[config.mk]
export PLATFORM = sky130hd
export DESIGN_NAME = flowing_led_sequencer
export DESIGN_NICKNAME = d
export VERILOG_FILES = /design/src/rtl/flowing_led_pkg.sv /design/src/rtl/led_step_timer.sv /design/src/rtl/flowing_led_sequencer.sv
export SDC_FILE = /design/constraint.sdc
export NUM_CORES = 1
export LEC_CHECK = 0
export CAP_MARGIN = 20
export CORE_ASPECT_RATIO = 0.9
export CORE_UTILIZATION = 61
export CTS_BUF_LIST = sky130_fd_sc_hd__clkbuf_4
export DETAILED_ROUTE_END_ITERATION = 8
export GPL_TIMING_DRIVEN = 0
export HOLD_SLACK_MARGIN = 0.08
export PLACE_DENSITY_LB_ADDON = 0.2
export SLEW_MARGIN = 25
export SYNTH_ARGS = -nofsm -noshare
export SYNTH_HDL_FRONTEND = slang
export SYNTH_SLANG_ARGS = --single-unit
[constraint.sdc]
create_clock -name CLK -period 2.7 [get_ports CLK]
set_input_delay 0.81 -clock CLK [delete_from_list [all_inputs] [get_ports CLK]]
set_output_delay 0.81 -clock CLK [all_outputs]
set_load 0.1 [all_outputs]
[src/rtl/flowing_led_pkg.sv]
// -----------------------------------------------------------------------------
// flowing_led_pkg
// Shared encodings for the flowing LED sequencer: requested pattern modes,
// pattern FSM states and ping-pong travel direction, plus a width helper.
// No ports; imported by flowing_led_sequencer and led_step_timer.
// -----------------------------------------------------------------------------
package flowing_led_pkg;

    // Pattern modes, encoded exactly as presented on the 2-bit mode input.
    typedef enum logic [1:0] {
        MODE_SHL  = 2'd0,   // running light towards higher indices
        MODE_SHR  = 2'd1,   // running light towards lower indices
        MODE_PING = 2'd2,   // bounce between the two end LEDs
        MODE_ALL  = 2'd3    // every LED blinks together
    } mode_e;

    // Pattern FSM states. ST_STOP drains the current step before idling.
    typedef enum logic [1:0] {
        ST_IDLE = 2'd0,
        ST_RUN  = 2'd1,
        ST_STOP = 2'd2
    } state_e;

    // Ping-pong travel direction; LEFT means increasing LED index.
    typedef enum logic {
        DIR_LEFT  = 1'b0,
        DIR_RIGHT = 1'b1
    } dir_e;

    // Bit width needed to hold 0..v-1, never less than one bit.
    function automatic int unsigned clog2_min1(input int unsigned v);
        return (v > 1) ? $clog2(v) : 1;
    endfunction

endpackage

[src/rtl/led_step_timer.sv]
// -----------------------------------------------------------------------------
// led_step_timer
// Shared step timebase for the LED sequencer. Counts 0..STEP_CYC-1 while
// run_i is high and holds at zero otherwise.
//
// Ports:
//   clk_i        in   system clock
//   rst_i        in   asynchronous active-high reset
//   run_i        in   1 = count (sequencer busy), 0 = hold counter at zero
//   step_pulse_o out  high on the last cycle of each step while running
//   on_window_o  out  high while running and the counter is below ON_CYC
// -----------------------------------------------------------------------------
module led_step_timer
    import flowing_led_pkg::*;
#(
    parameter int unsigned STEP_CYC = 5_000_000,
    parameter int unsigned ON_CYC   = 1_250_000
) (
    input  logic clk_i,
    input  logic rst_i,
    input  logic run_i,
    output logic step_pulse_o,
    output logic on_window_o
);

    localparam int unsigned    CW     = clog2_min1(STEP_CYC);
    localparam logic [CW-1:0]  LAST   = CW'(STEP_CYC - 1);
    // Any ON_CYC at or beyond the step length means solid-on, so clamp it to
    // STEP_CYC; that value always fits the CW+1 bit compare.
    localparam int unsigned    ON_LIM = (ON_CYC >= STEP_CYC) ? STEP_CYC : ON_CYC;
    localparam logic [CW:0]    ON_CMP = (CW + 1)'(ON_LIM);

    logic [CW-1:0] cnt_q;
    logic [CW-1:0] cnt_d;

    // NOTE: every variable assigned in a combinational block gets a default
    // first, so no path through the block can leave it unassigned (a latch).
    always_comb begin
        cnt_d = cnt_q;
        if (!run_i || (cnt_q == LAST)) begin
            cnt_d = '0;
        end else begin
            cnt_d = cnt_q + CW'(1);
        end
    end

    // NOTE: clocked state is updated with non-blocking assignments so every
    // register samples pre-edge values regardless of block ordering.
    always_ff @(posedge clk_i or posedge rst_i) begin
        if (rst_i) begin
            cnt_q <= '0;
        end else begin
            cnt_q <= cnt_d;
        end
    end

    assign step_pulse_o = run_i && (cnt_q == LAST);
    assign on_window_o  = run_i && ({1'b0, cnt_q} < ON_CMP);

endmodule

[src/rtl/flowing_led_sequencer.sv]
// -----------------------------------------------------------------------------
// flowing_led_sequencer
// Drives N_LED outputs through running-light patterns on a fixed step period
// from a single shared timebase (led_step_timer). A three-state FSM starts and
// drains the sequence; mode changes arrive over a valid/ready handshake and are
// applied only at step boundaries (or straight away when idle).
//
// Optional feature: define FLOWING_LED_PWM_EN to add a duty[3:0] input and a
// free-running 4-bit PWM counter that dims lit LEDs inside the on-window.
//
// Ports:
//   CLK         in   system clock
//   RST         in   asynchronous active-high reset
//   en          in   level: 1 = run, 0 = stop at the end of the current step
//   mode[1:0]   in   requested pattern (see flowing_led_pkg::mode_e)
//   mode_vld    in   mode request valid
//   duty[3:0]   in   PWM duty, lit while pwm < duty (FLOWING_LED_PWM_EN only)
//   mode_rdy    out  a mode request can be accepted
//   LED_out     out  registered LED drive, 1 = lit
//   step_pulse  out  one-cycle pulse on the last cycle of each step
//   busy        out  high in RUN or STOPPING
// -----------------------------------------------------------------------------
module flowing_led_sequencer
    import flowing_led_pkg::*;
#(
    parameter int unsigned N_LED    = 4,
    parameter int unsigned STEP_CYC = 5_000_000,
    parameter int unsigned ON_CYC   = 1_250_000
) (
    input  logic             CLK,
    input  logic             RST,
    input  logic             en,
    input  logic [1:0]       mode,
    input  logic             mode_vld,
`ifdef FLOWING_LED_PWM_EN
    input  logic [3:0]       duty,
`endif
    output logic             mode_rdy,
    output logic [N_LED-1:0] LED_out,
    output logic             step_pulse,
    output logic             busy
);

    localparam int unsigned   PW       = clog2_min1(N_LED);
    localparam logic [PW-1:0] POS_LAST = PW'(N_LED - 1);

    state_e           state_q, state_d;
    mode_e            cur_mode_q, cur_mode_d;
    mode_e            pend_mode_q, pend_mode_d;
    logic             pend_vld_q, pend_vld_d;
    logic [PW-1:0]    pos_q, pos_d;
    dir_e             dir_q, dir_d;
    logic [N_LED-1:0] led_q, led_d;

    logic             on_window;
    logic             accept;
    logic             apply;
    logic             pwm_on;
    logic [N_LED-1:0] pattern;

    assign busy = (state_q != ST_IDLE);

    led_step_timer #(
        .STEP_CYC (STEP_CYC),
        .ON_CYC   (ON_CYC)
    ) u_step_timer (
        .clk_i        (CLK),
        .rst_i        (RST),
        .run_i        (busy),
        .step_pulse_o (step_pulse),
        .on_window_o  (on_window)
    );

    // ------------------------------------------------------------------
    // Run/stop FSM. A returning en wins over the boundary in ST_STOP.
    // ------------------------------------------------------------------
    always_comb begin
        state_d = state_q;
        unique case (state_q)
            ST_IDLE: if (en) state_d = ST_RUN;
            ST_RUN:  if (!en) state_d = ST_STOP;
            ST_STOP: begin
                if (en) begin
                    state_d = ST_RUN;
                end else if (step_pulse) begin
                    state_d = ST_IDLE;
                end
            end
            default: state_d = ST_IDLE;
        endcase
    end

    // ------------------------------------------------------------------
    // Mode handshake: one pending slot; ready is simply "slot empty", so a
    // request held off by ready low can never overwrite the pending one.
    // ------------------------------------------------------------------
    assign mode_rdy = !pend_vld_q;
    assign accept   = mode_vld && mode_rdy;
    assign apply    = pend_vld_q && ((state_q == ST_IDLE) || step_pulse);

    always_comb begin
        pend_vld_d  = pend_vld_q;
        pend_mode_d = pend_mode_q;
        if (apply) begin
            pend_vld_d = 1'b0;
        end else if (accept) begin
            pend_vld_d  = 1'b1;
            pend_mode_d = mode_e'(mode);
        end
    end

    // ------------------------------------------------------------------
    // Pattern position. Every completed step advances it, including the
    // step drained in ST_STOP, so a restart continues with the next LED.
    // ------------------------------------------------------------------
    always_comb begin
        cur_mode_d = cur_mode_q;
        pos_d      = pos_q;
        dir_d      = dir_q;
        if (apply) begin
            cur_mode_d = pend_mode_q;
            pos_d      = (pend_mode_q == MODE_SHR) ? POS_LAST : '0;
            dir_d      = DIR_LEFT;
        end else if (step_pulse) begin
            unique case (cur_mode_q)
                MODE_SHL: pos_d = (pos_q == POS_LAST) ? '0 : pos_q + PW'(1);
                MODE_SHR: pos_d = (pos_q == '0) ? POS_LAST : pos_q - PW'(1);
                MODE_PING: begin
                    // Turn around on reaching an end and step back in the same
                    // move, so the end LED is shown only once per sweep.
                    if (POS_LAST != '0) begin
                        if (dir_q == DIR_LEFT) begin
                            if (pos_q == POS_LAST) begin
                                dir_d = DIR_RIGHT;
                                pos_d = pos_q - PW'(1);
                            end else begin
                                pos_d = pos_q + PW'(1);
                            end
                        end else begin
                            if (pos_q == '0) begin
                                dir_d = DIR_LEFT;
                                pos_d = PW'(1);
                            end else begin
                                pos_d = pos_q - PW'(1);
                            end
                        end
                    end
                end
                default: pos_d = pos_q;   // MODE_ALL ignores the position
            endcase
        end
    end

    // ------------------------------------------------------------------
    // Optional PWM dimming inside the on-window.
    // ------------------------------------------------------------------
`ifdef FLOWING_LED_PWM_EN
    logic [3:0] pwm_q;
    logic [3:0] duty_q;

    always_ff @(posedge CLK or posedge RST) begin
        if (RST) begin
            pwm_q  <= '0;
            duty_q <= '0;
        end else begin
            pwm_q <= pwm_q + 4'd1;
            // Track duty while idle so the first step uses the current value,
            // then only pick up changes on step boundaries.
            if (!busy || step_pulse) begin
                duty_q <= duty;
            end
        end
    end

    assign pwm_on = (pwm_q < duty_q);
`else
    assign pwm_on = 1'b1;
`endif

    // ------------------------------------------------------------------
    // LED drive: one-hot at pos, or all-ones, inside the on-window. The
    // state_d term blanks the pins as soon as a drained step finishes, even
    // when the on-window spans the whole step.
    // ------------------------------------------------------------------
    always_comb begin
        pattern = '0;
        if (cur_mode_q == MODE_ALL) begin
            pattern = '1;
        end else begin
            for (int i = 0; i < N_LED; i++) begin
                pattern[i] = (pos_q == PW'(i));
            end
        end
    end

    always_comb begin
        led_d = '0;
        if (on_window && pwm_on && (state_d != ST_IDLE)) begin
            led_d = pattern;
        end
    end

    always_ff @(posedge CLK or posedge RST) begin
        if (RST) begin
            state_q     <= ST_IDLE;
            cur_mode_q  <= MODE_SHL;
            pend_mode_q <= MODE_SHL;
            pend_vld_q  <= 1'b0;
            pos_q       <= '0;
            dir_q       <= DIR_LEFT;
            led_q       <= '0;
        end else begin
            state_q     <= state_d;
            cur_mode_q  <= cur_mode_d;
            pend_mode_q <= pend_mode_d;
            pend_vld_q  <= pend_vld_d;
            pos_q       <= pos_d;
            dir_q       <= dir_d;
            led_q       <= led_d;
        end
    end

    assign LED_out = led_q;

endmodule

* Word level (Yosys, flattened, before mapping)
Cells that the tools add are included.
Widths: inputs -> output; s select.
** Word-level totals
- Bits of input ports :: 6
- Output and inout bits :: 7
- Bits in registers :: 37
** Operators by class
- Reduce and logical (&&, ||, !) cells :: 21
- Equal/unequal tests :: 10
- Bitwise gates (word level) :: 1
- Order comparisons :: 1
- Multiplexer cells :: 25
- Add/sub/neg operators :: 3
** Operator list (count)
- $mux 2 :: 12
- $add 23x1->23 const B :: 1
- $eq 23x23->1 const B :: 1
- $lt 23x21->1 const B :: 1
- $mux 23 :: 1
- $pmux 2 s3 :: 2
- $eq 2x2->1 const B :: 5
- $reduce_bool 2->1 :: 5
- $eq 2x1->1 const B :: 4
- $mux 1 :: 8
- $mux 4 :: 2
- $logic_not 2->1 :: 3
- $reduce_and 2->1 :: 3
- $logic_and 1x1->1 :: 5
- $reduce_bool 4->1 :: 1
- $add 2x1->2 const B :: 1
- $logic_not 1->1 :: 2
- $logic_or 1x1->1 :: 2
- $sub 2x1->2 const B :: 1
- $not 1->1 :: 1

* Logic depth before layout (Yosys ltp)
- Depth in word-level cells :: 8
- Gate-level depth with buffers :: 7

* Modules after synthesis
From an unflattened synthesis, not the netlist that was laid out.
** Unflattened totals
- Cell total of the unflattened synthesis :: 217
- Area, all modules :: 2077.0 sq um
** Modules (own cells, without submodules)
- led_step_timer :: cells each 141, seq. area each 575.6 sq um, times used 1, area each 1296.2 sq um
- flowing_led_sequencer :: cells each 76, seq. area each 350.3 sq um, times used 1, area each 780.7 sq um

* Least setup slack after synthesis
OpenSTA, ideal clock, no wires.
- Kind :: flip-flop to output port
- From :: register u_step_timer.cnt_q[7]
- To :: output step_pulse
- Path buffers :: 0
- Path slack :: -0.794 ns
- Cell stages (with the launch flop) :: 5
- Arrival time :: 2.684 ns
- Path through :: dfrtp_1 > or4_4 > nor4_4 > nand2_1 > nor2_1
** Between the ends
- Word-level cells in the longest chain between the ends :: 2
** Ends and longest elaborated chain
- start, declared :: RTL line led_step_timer.sv:33 : logic [CW-1:0] cnt_q;
- start signal, assigned :: RTL line led_step_timer.sv:53 : cnt_q <= cnt_d;
- $eq 23x23->1 :: RTL line led_step_timer.sv:57 : assign step_pulse_o = run_i && (cnt_q == LAST);
- $logic_and 1x1->1 :: RTL line led_step_timer.sv:57
- end, declared :: RTL line flowing_led_sequencer.sv:40 : output logic step_pulse,
Every way passes these cells.

* Final worst setup path
- From :: register u_step_timer.cnt_q[13]
- To :: output step_pulse
Same word-level chain as after synthesis.

==> flow_metrics.py <==
metrics = {
    "outcome": {
        "status": "finished with violations",
        "failed_checks": "negative setup slack",
    },
    "worst_setup_path": {
        "ff2ff_path_depth": 7,
        "cp_max_fo": 2,
        "reg2reg_slack_ns": 0.41,
        "cp.required_ns": 1.89,
        "regToRegEndpoint": "u_step_timer.cnt_q[13]$_DFF_PP0_",
        "path_class": "reg -> out",
        "arrival_ns": 1.94,
        "crit_path_start_kind": "flop",
        "timing.rr.start": "u_step_timer.cnt_q[7]$_DFF_PP0_",
        "setup.worst_path.end_class": "primary output",
    },
    "timing": {
        "worstMarginPinSlew_ns": 0.957,
        "clock_skew_ns": 0.0178,
        "finalHoldViolations": 0,
        "setup_tns_ns": -0.0477,
        "relSlewSlack_pct": 36.0,
        "min_period_over_period_pct": 102,
        "max_freq_mhz": 364,
        "setup_violations": 1,
        "finalCriticalPeriod_ns": 2.75,
        "slew_viol_final": 0,
        "worst_slack_ns": -0.0477,
        "grt_setup_unrepaired": "yes",
        "hold_slack_ns": 0.477,
    },
    "floorplan": {
        "rows": 19,
        "io_pins": 13,
        "die_area_mm2": 0.00353,
        "fp.coreArea_mm2": 0.00309,
        "die_h_um": 56.5,
        "die_x_um": 62.5,
        "start_util_pct": 65.1,
    },
    "worst_hold_path": {
        "hold_depth": 1,
        "hold_class": "reg -> reg",
        "min_to": "u_step_timer.cnt_q[0]$_DFF_PP0_",
        "hold_start": "u_step_timer.cnt_q[0]$_DFF_PP0_",
    },
    "cells_and_area": {
        "layout.nets": 255,
        "area_growth_pct": 16.2,
        "final_area_mm2": 0.00234,
        "drive_gt1_share_pct": 17.2,
        "fin_util_pct": 75.7,
        "diodes": 0,
    },
    "logic_synthesis": {
        "synth_enable_flop_cells": 0,
        "synth.avg_cell_area_um2": 9.63,
        "synth_top_area_cell": "dfrtp_1",
        "yosys_warnings": 0,
        "synthDistinctLibCells": 38,
        "synth_nets": 225,
        "synth_common_cells": "dfrtp_1, nor2_1, xnor2_1",
        "ys_seq_area_share_pct": 46.0,
        "syn-cell-area_mm2": 0.00201,
        "ys.flop_type": "dfrtp_1",
        "yosys-top-cells-area": "dfrtp_1, nor2_1, ha_1",
        "synth_top_area_share_pct": 46.0,
        "synth_cells": 209,
        "synthArstFlopShare_pct": 100,
        "synth_seq_cells": 37,
    },
    "cts": {
        "clk_pin_slew_ns": 0.11,
        "worst_skew_pair.late_latency_ns": 0.36,
        "clockBufferDepth": 2,
        "cts_buffers": 5,
        "clkSinkCount": 37,
        "cts_tree": "built",
        "cts_root_buf": "clkbuf_4",
        "cts_max_level": 2,
    },
    "routing": {
        "drc": 0,
        "drt_iter0_drc": 123,
        "dr.pass1.iters": 4,
        "vias": 1627,
        "viasPerCell": 5.79,
        "ant_nets": 0,
        "wl_per_cell_um": 14.7,
        "wirelength_um": 4140,
    },
    "pwr": {
        "leakagePower_nw": 1.02,
        "power.total_mw": 1.72,
        "cellPowerDensity_mw_per_mm2": 737,
        "ir_worst_vdd_mv": 0.622,
    },
    "placement": {
        "port-buffer-count": 12,
        "placed_cell_area_mm2": 0.00219,
        "gp_congestion": 0.870,
        "dpl.hpwl_um": 2820,
    },
    "grt": {
        "grtUsageTotal_pct": 27.0,
        "grt_max_degree": 38,
        "antenna_found_initial": 0,
        "grt_pass1_wl_um": 7230,
        "grt_pass1_vias": 1603,
        "gr-total-overflow": 0,
    },
    "job": {
        "drv_cap": 0,
    },
}
state kept, by name, summed over array words and instances (netlist names):
register,cells
LED_out,4
pend_vld_q,1
pos_q,2
dir_q,1
cur_mode_q,2
state_q,2
pend_mode_q,2
u_step_timer.cnt_q,23
kinds of logic (layout without fill, tap and decap cells):
| logic type | Yosys count | after routing | synth area share [%] |
|---|---|---|---|
| muxes | 4 | 4 | 2.24 |
| AOI/OAI and AO/OA | 28 | 28 | 8.96 |
| xor gates and xnor gates | 20 | 20 | 8.71 |
| DFF | 37 | 37 | 46.0 |
| buffers and inverters | 13 | 43 | 2.43 |
| and+or+nand+nor | 97 | 97 | 25.4 |
| adders and majority gates | 10 | 10 | 6.22 |
metal layers:
layer	track usage [%]	wire [um]
met1	36.0	1820
met2	42.2	2030
met3	4.88	198
met4	14.0	80
met5	0	0
cells in the final DEF, fill, tap and decap left out, types with 8 or more instances in the layout:
master / instances
a21oi_1: 10
nand3_1: 8
ha_1: 9
xnor2_1: 14
inv_1: 9
nor2_1: 35
buf_4: 11
dfrtp_1: 34
nand2_1: 12
clkdlybuf4s50_1: 9
timing repair:
| item | 4_1_cts | 5_1_grt |
|---|---|---|
| pin swaps | 4 | 3 |
| setup buffers | 10 | 1 |
| gates resized for setup | 19 | 4 |
| endpoints found under the setup margin | 3 | 3 |
| hold buffers | 0 | 0 |
| cloned | 0 | 0 |
area by class of cell:
class	instances	area, um2
clock buffer	6	45.0
multi-input combinational	159	1060
fill	244	752
sequential	37	930
timing repair buffer	23	203
buffer	3	11.3
clock inverter	1	3.75
tap	42	52.6
inverter	10	37.5
critical path: stages, from the launching register on:
cell	delay, ns
dfrtp_1	0.41
or4_4	0.55
nor4_4	0.21
nand2_2	0.12
nor2_4	0.11
buf_12	0.18
power by group:
group / leakage [nW] / switching (mW) / internal, mW
Combinational: 0.505 / 0.498 / 0.240
Sequential: 0.486 / 0.0679 / 0.637
Clock: 0.0292 / 0.177 / 0.105
worst max-delay path by stage:
stage / startpoint / endpoint / slack (ns) / depth (start not counted)
floorplan: u_step_timer.cnt_q[7]$_DFF_PP0_ / step_pulse / 0.06 / 4
global placement: u_step_timer.cnt_q[10]$_DFF_PP0_ / step_pulse / -0.76 / 5
detailed placement: u_step_timer.cnt_q[7]$_DFF_PP0_ / step_pulse / -0.79 / 5
CTS: u_step_timer.cnt_q[7]$_DFF_PP0_ / step_pulse / -0.18 / 5
global route: u_step_timer.cnt_q[13]$_DFF_PP0_ / step_pulse / -0.11 / 5
finish: u_step_timer.cnt_q[13]$_DFF_PP0_ / step_pulse / -0.05 / 5
stage by stage:
stage          worst slack [ns]  std cells
2_1_floorplan            0.0601        209
3_3_place_gp             -0.759        263
3_5_place_dp             -0.788        263
4_1_cts                  -0.180        280
5_1_grt                  -0.106        281
6_report                -0.0477        281
(Power assumes the default switching activity.)
